===== config.mk =====
export PLATFORM = sky130hd
export DESIGN_NAME = pipe_stage_reg
export DESIGN_NICKNAME = d
export VERILOG_FILES = /design/src/rtl/pipe_stage_reg.sv
export SDC_FILE = /design/constraint.sdc
export NUM_CORES = 1
export LEC_CHECK = 0
export CAP_MARGIN = 30
export CORE_UTILIZATION = 49
export DETAILED_ROUTE_END_ITERATION = 6
export GPL_TIMING_DRIVEN = 0
export MAX_ROUTING_LAYER = met4
export PLACE_DENSITY = 0.81
export REMOVE_ABC_BUFFERS = 1
export SETUP_SLACK_MARGIN = 0.1
export SYNTH_ARGS = -nofsm -noshare
export SYNTH_HDL_FRONTEND = slang
export SYNTH_SLANG_ARGS = --single-unit

===== constraint.sdc =====
create_clock -name clk -period 2.3 [get_ports clk]
set_clock_uncertainty 0.2 [all_clocks]
set_input_delay 0.46 -clock clk [delete_from_list [all_inputs] [get_ports clk]]
set_output_delay 0.46 -clock clk [all_outputs]
set_load 0.05 [all_outputs]

===== src/rtl/pipe_stage_reg.sv =====
// Pipeline stage register with valid/ready handshake, 2-entry skid buffer and flush.
// Optional performance counters are enabled by defining PIPE_STAGE_PERF_EN.
module pipe_stage_reg #(
    parameter int unsigned DATA_W = 96,
    parameter int unsigned CTRL_W = 5,
    parameter int unsigned RD_W   = 5,
    parameter int unsigned CNT_W  = 16
) (
    input  logic              clk,
    input  logic              rst,
    input  logic              flush,
    input  logic              in_valid,
    output logic              in_ready,
    input  logic [DATA_W-1:0] in_data,
    input  logic [CTRL_W-1:0] in_ctrl,
    input  logic [RD_W-1:0]   in_rd,
    output logic              out_valid,
    input  logic              out_ready,
    output logic [DATA_W-1:0] out_data,
    output logic [CTRL_W-1:0] out_ctrl,
    output logic [RD_W-1:0]   out_rd,
    output logic [CNT_W-1:0]  stall_cnt,
    output logic [CNT_W-1:0]  bubble_cnt
);

    typedef enum logic [1:0] {
        StEmpty = 2'd0,
        StOne   = 2'd1,
        StTwo   = 2'd2
    } state_e;

    state_e state_q, state_d;

    logic [DATA_W-1:0] main_data_q, main_data_d, skid_data_q, skid_data_d;
    logic [CTRL_W-1:0] main_ctrl_q, main_ctrl_d, skid_ctrl_q, skid_ctrl_d;
    logic [RD_W-1:0]   main_rd_q, main_rd_d, skid_rd_q, skid_rd_d;

    logic acc, drn;

    // in_ready is a function of registered state only, so no out_ready -> in_ready path.
    assign in_ready  = (state_q != StTwo);
    assign out_valid = (state_q != StEmpty);
    assign acc       = in_valid & in_ready;
    assign drn       = out_valid & out_ready;

    assign out_data = main_data_q;
    assign out_ctrl = main_ctrl_q & {CTRL_W{out_valid}};
    assign out_rd   = main_rd_q;

    always_comb begin
        state_d     = state_q;
        main_data_d = main_data_q;
        main_ctrl_d = main_ctrl_q;
        main_rd_d   = main_rd_q;
        skid_data_d = skid_data_q;
        skid_ctrl_d = skid_ctrl_q;
        skid_rd_d   = skid_rd_q;

        case (state_q)
            StEmpty: begin
                if (acc) begin
                    state_d     = StOne;
                    main_data_d = in_data;
                    main_ctrl_d = in_ctrl;
                    main_rd_d   = in_rd;
                end
            end
            StOne: begin
                if (acc && drn) begin
                    main_data_d = in_data;
                    main_ctrl_d = in_ctrl;
                    main_rd_d   = in_rd;
                end else if (acc) begin
                    state_d     = StTwo;
                    skid_data_d = in_data;
                    skid_ctrl_d = in_ctrl;
                    skid_rd_d   = in_rd;
                end else if (drn) begin
                    state_d = StEmpty;
                end
            end
            StTwo: begin
                if (drn) begin
                    state_d     = StOne;
                    main_data_d = skid_data_q;
                    main_ctrl_d = skid_ctrl_q;
                    main_rd_d   = skid_rd_q;
                end
            end
            default: state_d = StEmpty;
        endcase

        // Flush drops everything, including an entry accepted this cycle.
        if (flush) begin
            state_d     = StEmpty;
            main_ctrl_d = '0;
            skid_ctrl_d = '0;
        end
    end

    always_ff @(posedge clk) begin
        if (rst) begin
            state_q     <= StEmpty;
            main_data_q <= '0;
            main_ctrl_q <= '0;
            main_rd_q   <= '0;
            skid_data_q <= '0;
            skid_ctrl_q <= '0;
            skid_rd_q   <= '0;
        end else begin
            state_q     <= state_d;
            main_data_q <= main_data_d;
            main_ctrl_q <= main_ctrl_d;
            main_rd_q   <= main_rd_d;
            skid_data_q <= skid_data_d;
            skid_ctrl_q <= skid_ctrl_d;
            skid_rd_q   <= skid_rd_d;
        end
    end

`ifdef PIPE_STAGE_PERF_EN
    logic [CNT_W-1:0] stall_cnt_q, bubble_cnt_q;

    // Saturating counters, cleared by rst only; flush cycles count on pre-flush state.
    always_ff @(posedge clk) begin
        if (rst) begin
            stall_cnt_q  <= '0;
            bubble_cnt_q <= '0;
        end else begin
            if (out_valid && !out_ready && (stall_cnt_q != '1)) begin
                stall_cnt_q <= stall_cnt_q + CNT_W'(1);
            end
            if (!out_valid && (bubble_cnt_q != '1)) begin
                bubble_cnt_q <= bubble_cnt_q + CNT_W'(1);
            end
        end
    end

    assign stall_cnt  = stall_cnt_q;
    assign bubble_cnt = bubble_cnt_q;
`else
    assign stall_cnt  = '0;
    assign bubble_cnt = '0;
`endif

endmodule


==> run_results.csv <==
group,metric,value,unit
power,p_leak,0.00536,uW
sta,max_clock_freq,0.460,GHz
placement,place.port_buffers,218,
sta,finalSetupViolations,0,
clock_network,cts_tree,"built",
power,power.density,726,nW/um^2
grt,grt_pass1_vias,7995,
floorplan,dieWidth,140,microns
worst_hold_path,min_path_type,"flip-flop to flip-flop",
sta,whs,0.253,ns
sta,timing.final.hold_violations,0,
setup_path,arrival,1.51,ns
floorplan,start_util,0.501,
yosys,ys_seq_area_frac,0.457,
clock_network,clock_sinks,214,
floorplan,ios,251,
clock_network,htreeDepth,1,
sta,rsz0062_at_grt,"no",
placement,post-dp-hpwl,15000,microns
run,drv_cap,0,
final_layout,final_cell_area,12400,sq um
floorplan,die_h,140,microns
clock_network,cts_root_buf,"clkbuf_16",
yosys,avgSynthCellArea,9.24,sq um
placement,gp_congestion,0.723,
setup_path,regToRegSetupSlack,0.18,ns
clock_network,cts_buffers,23,
route,vias_per_cell,5.75,
sta,fin_crit,2.17,ns
clock_network,cts_hold_buf,0,
floorplan,fp-row-count,50,
grt,grt_pass1_wl,42600,microns
route,final_antenna_net_count,0,
setup_path,worstRegToRegCells,6,
route,drc_errors,0,
clock_network,cts.clk_slew.worst_paths,0.06,ns
sta,relSlewSlack,0.447,
yosys,synth_area,9370,sq um
outcome,status,"finished clean",
final_layout,final_cell_mix,"213 x nand2_1, 212 x dfxtp_1, 172 x a211oi_1",
route,num_vias,8229,
grt,antenna_found_initial,0,
clock_network,cts_buffer_depth,3,
final_layout,num-nets-final,1299,
floorplan,die_area,19700,sq um
final_layout,num_antenna_cells,0,
setup_path,critPathMaxFanout,9,
yosys,yosys_warnings,0,
clock_network,clk_latency,0.49,ns
sta,tightest_slew,0.829,ns
route,drt_wl_total,27000,microns
route,firstDrtPassIters,4,
setup_path,rr_startpoint,"state_q[0]",
final_layout,fillers,1501,
setup_path,cp_data_required_time,1.64,ns
setup_path,crit_path_end_kind,"output pin",
sta,drv_slew,0,
setup_path,rr_endpoint,"out_data[92]",
route,drt_iter0_drc,484,
yosys,yosysUniqueCellTypes,25,
final_layout,syn2layout_area_growth,32.6,%
floorplan,fp.coreArea,18700,sq um
sta,fin_crit_sh,0.945,
power,ir_worst_vdd,604,uV
setup_path,critical_path_class,"flip-flop to output pin",
setup_path,endpoint,"out_ctrl[1]",
final_layout,drive_above_1_share,0.106,
final_layout,final_common_cell,"nand2_1",
setup_path,startpoint_type,"flip-flop",
grt,gr-total-overflow,0,
grt,grt_util_all_layers,0.276,
setup_path,critPathLaunch,"state_q[0]",
yosys,synth-seq-cells,214,
route,avgRoutedWirePerCell,18.8,microns
grt,grt_max_degree,121,
yosys,synthCells,1014,
placement,place_area,11600,sq um
==> synth_stat cells (all sizes together) <==
master     n  area share
a21oi    107       0.057
and3b      1     0.00093
or3b       1     0.00093
clkbuf    62       0.025
nand2b     2      0.0013
dfxtp    214        0.46
inv        1     0.00040
nand2    213       0.085
conb       1     0.00040
buf       78       0.056
a21o       2      0.0016
and2       1     0.00067
o21bai     1     0.00080
nand4bb    1      0.0012
nor2       2     0.00080
o21a       1     0.00080
mux2i    106        0.11
nor4bb     1      0.0011
or2        1     0.00067
nor2b      6      0.0040
a211oi   212        0.19
==> cells by family after synthesis <==
group                  count (synthesis)  synth area share
buffers and inverters                141            0.0808
AO/OA/AOI/OAI                        323             0.252
multiplexers                         106             0.113
flip-flops                           214             0.457
other                                  1          0.000400
AND/OR/NAND/NOR                      229            0.0969
==> metrics by stage <==
step	setup TNS [ns]	utilization	power [uW]	std cells	setup WS [ns]
floorplan	-1145.71	-	5120	905	-6.15
global placement	-2336.23	0.599	5840	1357	-12.67
detailed placement	-185.32	0.622	5840	1375	-1.52
CTS	0	0.663	9070	1430	0.119
global route	0	0.664	9340	1431	0.0825
finish	0	0.664	9030	1431	0.126
==> flip-flops by register name, summed over array words and instances (netlist names) <==
register	cells
skid_data_q	96
out_data	96
skid_rd_q	5
state_q	2
out_rd	5
main_ctrl_q	5
skid_ctrl_q	5
==> critical path: stages (launching register included) <==
cell,delay (ns)
dfxtp_4,0.44
nor2_4,0.08
nor2b_1,0.11
clkdlybuf4s15_2,0.39
==> where the power goes <==
group	leakage [uW]	total [uW]	internal (uW)	switching (uW)
combinational	0.00329	1740	598	1150
sequential	0.00175	3980	3890	90.9
clock	0.000317	3300	1910	1390
total	0.00536	9030	6390	2630
==> layout make-up <==
cell class,instances,area [sq um],share of cell area
multi-input combinational,697,4590,0.369
timing repair buffer,251,2600,0.209
tap,234,293,0.0236
inverter,1,3.75,0.000302
clock buffer,33,643,0.0518
sequential,214,4290,0.345
clock inverter,1,5.00,0.000403
==> routing by layer <==
metal	global-route usage	vias to the layer above	wire [microns]
met5	-	-	0
met4	0.0549	0	291
met3	0.0544	31	1720
met2	0.462	257	13000
met1	0.345	4010	11900
li1	-	3931	-
==> how the worst min path moves through the flow <==
stage,start,cells after the start,endpoint
after floorplan,skid_data_q[0],2,skid_data_q[0]
after global placement,skid_data_q[4],2,skid_data_q[4]
after detailed placement,skid_data_q[17],2,skid_data_q[17]
after CTS,skid_data_q[17],2,skid_data_q[17]
after global routing,skid_data_q[66],2,skid_data_q[66]
final,skid_data_q[46],2,skid_data_q[46]
==> repair_timing <==
action	4_1_cts	5_1_grt
endpoints found under the setup margin	270	12
gates cloned	8	0
resized for setup	138	5
pin swaps	3	0
setup buffers	13	1
(Power assumes the default switching activity.)
